**src/rtl/rv_pipe_ctrl.sv**
```systemverilog
// rtl/rv_pipe_ctrl.sv - RV pipeline control: hazard stall, redirect flush, memory-busy freeze (optional RV_FORWARD_EN)
module rv_pipe_ctrl #(
  parameter int FLUSH_CYCLES = 2
) (
  input  logic        CLK,
  input  logic        nRST,
  input  logic [4:0]  ID_OP0_ADDR,
  input  logic [4:0]  ID_OP1_ADDR,
  input  logic        ID_REG_RD_EN,
  input  logic [4:0]  EX_RD_ADDR,
  input  logic        EX_REG_WR_EN,
  input  logic        EX_MEM_RD_EN,
  input  logic [4:0]  MEM_RD_ADDR,
  input  logic        MEM_REG_WR_EN,
  input  logic        EX_JUMP_EN,
  input  logic [31:0] EX_JUMP_ADDR,
  input  logic        MEM_BUSY,
  output logic        PC_STALL,
  output logic        IF2ID_HOLD,
  output logic        EX_HOLD,
  output logic        WASH_EN,
  output logic        IF_FLUSH,
  output logic        PC_LOAD,
  output logic [31:0] PC_LOAD_ADDR,
  output logic [1:0]  PIPE_STATE
);

  typedef enum logic [1:0] {
    RUN      = 2'd0,
    FLUSH    = 2'd1,
    MEM_WAIT = 2'd2,
    ILLEGAL  = 2'd3
  } state_t;

  // Counter value loaded on a redirect; the redirect cycle itself is the first washed cycle.
  localparam logic [2:0] FLUSH_INIT = 3'(FLUSH_CYCLES - 1);
  localparam logic       GO_FLUSH   = (FLUSH_CYCLES > 1);

  state_t      state, state_n;
  state_t      ret_state, ret_state_n;
  logic [2:0]  cnt, cnt_n;
  logic [2:0]  ret_cnt, ret_cnt_n;
  logic        pend_vld, pend_vld_n;
  logic [31:0] pend_addr, pend_addr_n;

  state_t      eff_state;
  logic [2:0]  eff_cnt;
  logic        redirect;
  logic [31:0] redirect_addr;

  logic        ex_match;
  logic        mem_match;
  logic        hazard;

  assign ex_match  = (EX_RD_ADDR != 5'd0) && EX_REG_WR_EN &&
                     ((EX_RD_ADDR == ID_OP0_ADDR) || (EX_RD_ADDR == ID_OP1_ADDR));
  assign mem_match = (MEM_RD_ADDR != 5'd0) && MEM_REG_WR_EN &&
                     ((MEM_RD_ADDR == ID_OP0_ADDR) || (MEM_RD_ADDR == ID_OP1_ADDR));

`ifdef RV_FORWARD_EN
  // Forwarding covers ALU results; only a load still in EX cannot be bypassed in time.
  logic unused_mem_match;
  assign unused_mem_match = mem_match;
  assign hazard = ID_REG_RD_EN && ex_match && EX_MEM_RD_EN;
`else
  // No bypass network: any pending write to a source register must drain first.
  logic unused_ex_load;
  assign unused_ex_load = EX_MEM_RD_EN;
  assign hazard = ID_REG_RD_EN && (ex_match || mem_match);
`endif

  // While frozen, the state/counter to act upon are the ones saved on entry.
  always_comb begin
    eff_state = state;
    eff_cnt   = cnt;
    if (state == MEM_WAIT) begin
      eff_state = ret_state;
      eff_cnt   = ret_cnt;
    end
  end

  // Next-state and output decode; priority is reset > busy > redirect > hazard.
  always_comb begin
    state_n       = state;
    cnt_n         = cnt;
    ret_state_n   = ret_state;
    ret_cnt_n     = ret_cnt;
    pend_vld_n    = pend_vld;
    pend_addr_n   = pend_addr;
    redirect      = 1'b0;
    redirect_addr = 32'd0;
    PC_STALL      = 1'b0;
    IF2ID_HOLD    = 1'b0;
    EX_HOLD       = 1'b0;
    WASH_EN       = 1'b0;
    IF_FLUSH      = 1'b0;
    PC_LOAD       = 1'b0;
    PC_LOAD_ADDR  = 32'd0;

    if (!nRST) begin
      state_n     = RUN;
      cnt_n       = 3'd0;
      ret_state_n = RUN;
      ret_cnt_n   = 3'd0;
      pend_vld_n  = 1'b0;
      pend_addr_n = 32'd0;
    end else if (state == ILLEGAL) begin
      state_n    = RUN;
      cnt_n      = 3'd0;
      pend_vld_n = 1'b0;
    end else if (MEM_BUSY) begin
      PC_STALL   = 1'b1;
      IF2ID_HOLD = 1'b1;
      EX_HOLD    = 1'b1;
      state_n    = MEM_WAIT;
      if (state != MEM_WAIT) begin
        ret_state_n = state;
        ret_cnt_n   = cnt;
      end
      if (EX_JUMP_EN) begin
        pend_vld_n  = 1'b1;
        pend_addr_n = EX_JUMP_ADDR;
      end
    end else begin
      pend_vld_n  = 1'b0;
      pend_addr_n = 32'd0;
      // A live EX redirect is newer than one parked during the freeze.
      if (EX_JUMP_EN) begin
        redirect      = 1'b1;
        redirect_addr = EX_JUMP_ADDR;
      end else if ((state == MEM_WAIT) && pend_vld) begin
        redirect      = 1'b1;
        redirect_addr = pend_addr;
      end

      if (redirect) begin
        PC_LOAD      = 1'b1;
        PC_LOAD_ADDR = redirect_addr;
        WASH_EN      = 1'b1;
        IF_FLUSH     = 1'b1;
        cnt_n        = FLUSH_INIT;
        state_n      = GO_FLUSH ? FLUSH : RUN;
      end else if (eff_state == FLUSH) begin
        WASH_EN  = 1'b1;
        IF_FLUSH = 1'b1;
        if (eff_cnt <= 3'd1) begin
          state_n = RUN;
          cnt_n   = 3'd0;
        end else begin
          state_n = FLUSH;
          cnt_n   = eff_cnt - 3'd1;
        end
      end else begin
        state_n = RUN;
        cnt_n   = 3'd0;
        if (hazard) begin
          PC_STALL   = 1'b1;
          IF2ID_HOLD = 1'b1;
          WASH_EN    = 1'b1;
        end
      end
    end
  end

  // State, counter, saved context and pending redirect registers.
  always_ff @(posedge CLK) begin
    if (!nRST) begin
      state     <= RUN;
      cnt       <= 3'd0;
      ret_state <= RUN;
      ret_cnt   <= 3'd0;
      pend_vld  <= 1'b0;
      pend_addr <= 32'd0;
    end else begin
      state     <= state_n;
      cnt       <= cnt_n;
      ret_state <= ret_state_n;
      ret_cnt   <= ret_cnt_n;
      pend_vld  <= pend_vld_n;
      pend_addr <= pend_addr_n;
    end
  end

  assign PIPE_STATE = nRST ? state : 2'd0;

endmodule
```
**config.mk**
```make
export PLATFORM = sky130hd
export DESIGN_NAME = rv_pipe_ctrl
export DESIGN_NICKNAME = d
export VERILOG_FILES = /design/src/rtl/rv_pipe_ctrl.sv
export SDC_FILE = /design/constraint.sdc
export NUM_CORES = 1
export LEC_CHECK = 0
export ABC_CLOCK_PERIOD_IN_PS = 2400
export BUFFER_PORTS_ARGS = -buffer_cell sky130_fd_sc_hd__clkbuf_2
export CORE_UTILIZATION = 48
export DETAILED_ROUTE_END_ITERATION = 10
export PLACE_DENSITY = 0.8
export SLEW_MARGIN = 20
export SYNTH_ARGS = -nofsm -noshare
export SYNTH_HDL_FRONTEND = slang
export SYNTH_SLANG_ARGS = --single-unit
```
**constraint.sdc**
```tcl
create_clock -name CLK -period 2.4 [get_ports CLK]
set_input_delay 0.24 -clock CLK [delete_from_list [all_inputs] [get_ports CLK]]
set_output_delay 0.24 -clock CLK [all_outputs]
set_load 0.01 [all_outputs]
```
==> metrics.yaml, run 1 <==
status: "finished clean"
cp_data_required_time_ns: 2.16
grt_pass1_vias: 2005
post_cts_buffers: 0
ys_ff_latch: 43
period_minus_slack_ns: 2.147
fin_crit_sh: 0.8947
final.setup.tns_ns: 0
routabilityCongestion: 0.8426
root_buffer: "clkbuf_8"
ys.flop_type: "dfxtp_1"
skew_ns: 0.008237
power.leakage_nw: 1.359
endpoint_kind: "output pin"
cts_buffers: 5
netlist_area_um2: 2360
worst_path_max_delay_cell: "dfxtp_1"
tritoncts: "yes"
arrival_ns: 1.91
final_util: 0.6315
cp-start-kind: "flip-flop"
reg2reg_slack_ns: 0.27
die_w_um: 72.12
hold_buffers: 0
core_um2: 4723
grt_overflow: 0
max_freq_mhz: 465.7
hp-class: "primary input to flip-flop"
ir_drop_mv: 0.3774
cap_violations: 0
worst-path-buf-inv: 1
port-buffer-count: 98
cpLargestDelayFamily: "simple AND/OR/NAND/NOR gates"
dp_hpwl_um: 4023
crit_start: "state[0]"
avgRoutedWirePerCell_um: 13.34
start_util: 0.4996
maxSlewHeadroom: 0.2386
grt_max_degree: 48
antenna_left: 0
slew_viol_final: 0
clk_path_buf_depth: 2
tightest_slew_ns: 1.142
synth_edf_count: 0
drtIter0Drc: 90
setup_viol: 0
rsz0062_at_grt: "false"
std_cell_rows: 25
drive_gt1_frac: 0.3372
antenna_found_initial: 0
track_usage: 0.2134
ctsResizeCount: 0
grt_pass1_wl_um: 8763
area_growth_pct: 26.41
htreeDepth: 2
place_ws_ns: 0.2851
cts.clk_slew.worst_paths_ns: 0.08
finalWorstSetupSlack_ns: 0.2527
slowest_delay_ns: 0.38
synthArstFlopShare: 0
vias_per_cell: 5.403
fp.dieArea_um2: 5201
vias: 2237
synth_cell_types: 39
ys_warn_count: 0
path_cells: "and2b_1 -> o21a_1 -> nor3_1 -> nand3_1 -> o21bai_1 -> clkbuf_2"
drc: 0
diodes: 0
reg2reg_depth: 7
path_max_fanout: 6
hold_violations: 0
ios: 100
post_dp_cell_area_um2: 2895
firstDrtPassIters: 4
cp.depth: 6
wl_um: 5522
syn_inst: 256
r2r-start: "state[0]"
clock_latency_ns: 0.29
ys_seq_area_frac: 0.3648
reg2reg_to: "cnt[2]"
nNetsFinal: 409
power.density_nw_per_um2: 502.4
fin_area_um2: 2983
syn-num-nets: 318
crit_path_end: "IF2ID_HOLD"
path_class: "flip-flop to output pin"
die_h_um: 72.12
clock_sinks: 43
avgSynthCellArea_um2: 9.218
## worst register-to-register path, stage by stage (launching register included)
cell,delay [ns]
dfxtp_1,0.38
nand2b_1,0.17
mux2i_1,0.27
inv_1,0.10
ha_1,0.20
o31a_1,0.31
or4_4,0.51
o21ai_2,0.13
## worst min-delay path by stage
| stage | slack, ns | cells past startpoint | start | to |
|---|---|---|---|---|
| global route | 0.20 | 2 | EX_JUMP_ADDR[10] | pend_addr[10] |
| floorplan | 0.39 | 1 | MEM_BUSY | state[1] |
| finish | 0.21 | 2 | EX_JUMP_ADDR[19] | pend_addr[19] |
| detailed placement | 0.44 | 2 | ret_state[1] | ret_state[1] |
| global placement | 0.42 | 2 | ret_state[1] | ret_state[1] |
| CTS | 0.20 | 2 | EX_JUMP_ADDR[19] | pend_addr[19] |
## state kept, by name, indices dropped and copies added (netlist names)
register / flops
pend_addr: 32
cnt: 3
ret_cnt: 3
ret_state: 2
state: 2
pend_vld: 1
## synth_stat cells (2+ instances only)
cell	count	area (um^2)
or3_1	2	12.51
and3_1	2	12.51
dfxtp_1	43	860.8
nor2b_1	6	37.54
mux2i_1	32	320.3
ha_1	2	25.02
xnor2_1	20	175.2
o22ai_1	2	12.51
clkbuf_1	15	56.30
nand2_1	12	45.04
a22oi_1	8	60.06
nor2_1	35	131.4
a32o_1	30	300.3
a21boi_0	2	15.01
nor3_1	2	10.01
and2_1	3	18.77
nand3_1	6	30.03
nand2b_1	2	12.51
buf_2	4	20.02
o21ai_2	2	17.52
nand4_1	2	12.51
a21oi_1	3	15.01
o21a_1	2	15.01
o311a_1	2	20.02
inv_1	3	11.26
## metal layers
metal,vias to the layer above,part of all wire,global-route usage
li1,1116,-,-
met2,75,0.47,0.3676
met4,0,0.0040,0.05229
met3,2,0.058,0.05556
met5,-,0,0
met1,1044,0.47,0.2659
## cell type report
type | count | area, um^2
fillers | 420 | 1740
multi-input cells | 188 | 1389
flip-flops and latches | 43 | 860.8
repair buffers | 106 | 550.5
well taps | 67 | 83.83
clock buffers | 6 | 82.58
inverters | 3 | 11.26
clock inverters | 1 | 5.005
## cells in the final DEF (no fill, tap or decap), drive strengths merged, types with 2 or more instances in the layout
cell and n:
nand2 12, o311a 2, nor2b 6, nor3 3
mux2i 32, o21ai 3, a32o 30, a21boi 2
and2 3, nor2 35, nand2b 2, o21a 2
inv 3, nand3 6, ha 2, a22oi 8
buf 8, nand4 2, or3 2, xnor2 20
clkbuf 104, a21oi 3, o22ai 2, and3 2
dfxtp 43
## cell families (layout without fill, tap and decap cells)
kind of cell    Yosys count  count (layout)  share of synthesized area
compound gates           57              57                     0.2121
xor+xnor                 21              21                    0.07794
fa+ha+maj                 2               2                    0.01060
buf+inv                  25             116                    0.04666
flops                    43              43                     0.3648
mux                      32              32                     0.1357
simple gates             76              76                     0.1522
## report_power, final
group | total, mW | internal, mW | switching, mW
Combinational | 0.291 | 0.139 | 0.152
Clock | 0.457 | 0.226 | 0.231
Sequential | 0.750 | 0.736 | 0.0140
## per-stage QoR
stage	instances	total power, mW	hold slack (ns)
4_1_cts	414	1.509	0.1981
3_5_place_dp	407	1.057	0.4447
3_3_place_gp	407	1.051	0.4185
2_1_floorplan	256	0.9432	0.3859
5_1_grt	414	1.569	0.1965
6_report	414	1.498	0.2061
Note: power is estimated with default switching activity, not from simulation.
==> run 2, diff against run 1 <==
--- a/config.mk
+++ b/config.mk
@@ -7,6 +7,7 @@
 export LEC_CHECK = 0
 export ABC_CLOCK_PERIOD_IN_PS = 2400
 export BUFFER_PORTS_ARGS = -buffer_cell sky130_fd_sc_hd__clkbuf_2
+export CORE_ASPECT_RATIO = 0.8
 export CORE_UTILIZATION = 48
 export DETAILED_ROUTE_END_ITERATION = 10
 export PLACE_DENSITY = 0.8
==> metrics.yaml, run 2 (same netlist as run 1, synthesis figures left out) <==
status: "finished clean"
worst_path_max_delay_cell: "and3_1"
drive_gt1_frac: 0.3372
clock_sinks: 43
rsz0062_at_grt: "false"
firstDrtPassIters: 4
grt_overflow: 0
cpLargestDelayFamily: "simple AND/OR/NAND/NOR gates"
cap_violations: 0
dp_hpwl_um: 3957
period_minus_slack_ns: 2.222
max_freq_mhz: 450.0
routabilityCongestion: 0.8514
grt_max_degree: 47
fin_crit_sh: 0.9258
std_cell_rows: 22
power.density_nw_per_um2: 562.6
endpoint_kind: "output pin"
tritoncts: "yes"
core_um2: 4652
nNetsFinal: 408
ir_drop_mv: 0.4180
ctsResizeCount: 0
root_buffer: "clkbuf_8"
ios: 100
worst-path-buf-inv: 1
final_cell_mix: "clkbuf_2, dfxtp_1, nor2_1"
cts_buffers: 5
arrival_ns: 1.98
cp-start-kind: "flip-flop"
seqCellArea_um2: 860.8
avgRoutedWirePerCell_um: 13.28
slowest_delay_ns: 0.70
hold_end: "pend_addr[12]"
top_register: "pend_addr"
setup_viol: 0
mostFrequentLayoutCell: "clkbuf_2"
clk_path_buf_depth: 2
maxSlewHeadroom: 0.4895
reg2reg_slack_ns: 0.26
largestRegisters: "pend_addr x32, cnt x3, ret_cnt x3"
vias: 2259
htreeDepth: 2
grt_pass1_wl_um: 8556
reg2reg_depth: 7
fillers: 408
antenna_found_initial: 0
grt_pass1_vias: 1942
wl_um: 5403
skew_ns: 0.007980
cp_data_required_time_ns: 2.16
path_class: "flip-flop to output pin"
hp-start: "EX_JUMP_ADDR[12]"
path_cells: "nand2_1 -> and3_1 -> o21bai_1 -> clkbuf_2"
fin_area_um2: 3013
fp.dieArea_um2: 5202
track_usage: 0.2111
hp-class: "primary input to flip-flop"
largest_reg_flops: 32
hold_buffers: 0
vias_per_cell: 5.550
multi_input_comb_area_um2: 1390
reg2reg_to: "cnt[2]"
drtIter0Drc: 87
power.leakage_nw: 1.373
tightest_slew_ns: 0.7657
post_cts_buffers: 0
die_w_um: 80.39
r2r-start: "state[0]"
final.setup.tns_ns: 0
drc: 0
slew_viol_final: 0
die_h_um: 64.72
hold_violations: 0
holdPathStages: 2
path_max_fanout: 21
area_growth_pct: 27.68
post_dp_cell_area_um2: 2879
cts.clk_slew.worst_paths_ns: 0.08
antenna_left: 0
start_util: 0.5073
clock_latency_ns: 0.29
port-buffer-count: 98
diodes: 0
[run 2: report_power, final]
part | switching, mW | internal (mW)
logic | 0.150 | 0.138
registers | 0.0144 | 0.736
clock network | 0.241 | 0.416
total | 0.405 | 1.29
[run 2: area by class of cell]
cell class | count | share of cell area
inverters | 3 | 0.003738
clock inverters | 2 | 0.01993
repair buffers | 105 | 0.1802
well taps | 60 | 0.02492
clock buffers | 6 | 0.02409
flip-flops and latches | 43 | 0.2857
multi-input cells | 188 | 0.4614
[run 2: metal layers]
metal | up-vias | global-route usage | routed length (um)
met4 | 0 | 0.06027 | 72
met2 | 67 | 0.3771 | 2660
met5 | - | 0 | 0
li1 | 1119 | - | -
met1 | 1064 | 0.2585 | 2362
met3 | 9 | 0.03521 | 307
[run 2: per-stage QoR]
step | worst slack, ns | power (mW) | util | std cells | hold WS [ns]
after floorplan | 0.3598 | 0.9432 | - | 256 | 0.3859
after global placement | 0.3555 | 1.048 | 0.6189 | 399 | 0.4184
after detailed placement | 0.2931 | 1.055 | 0.6189 | 399 | 0.4277
after CTS | 0.1739 | 1.705 | 0.6474 | 407 | 0.1994
after global routing | 0.04586 | 1.762 | 0.6477 | 407 | 0.2049
final | 0.1780 | 1.695 | 0.6477 | 407 | 0.2058
[run 2: worst max path at each step]
stage | from | end | slack [ns] | cells after the start
2_1_floorplan | state[0] | cnt[2] | 0.36 | 8
3_3_place_gp | state[0] | cnt[2] | 0.36 | 7
3_5_place_dp | state[0] | cnt[2] | 0.29 | 7
4_1_cts | state[1] | PC_STALL | 0.17 | 4
5_1_grt | state[1] | PC_STALL | 0.05 | 4
6_report | state[1] | PC_STALL | 0.18 | 4
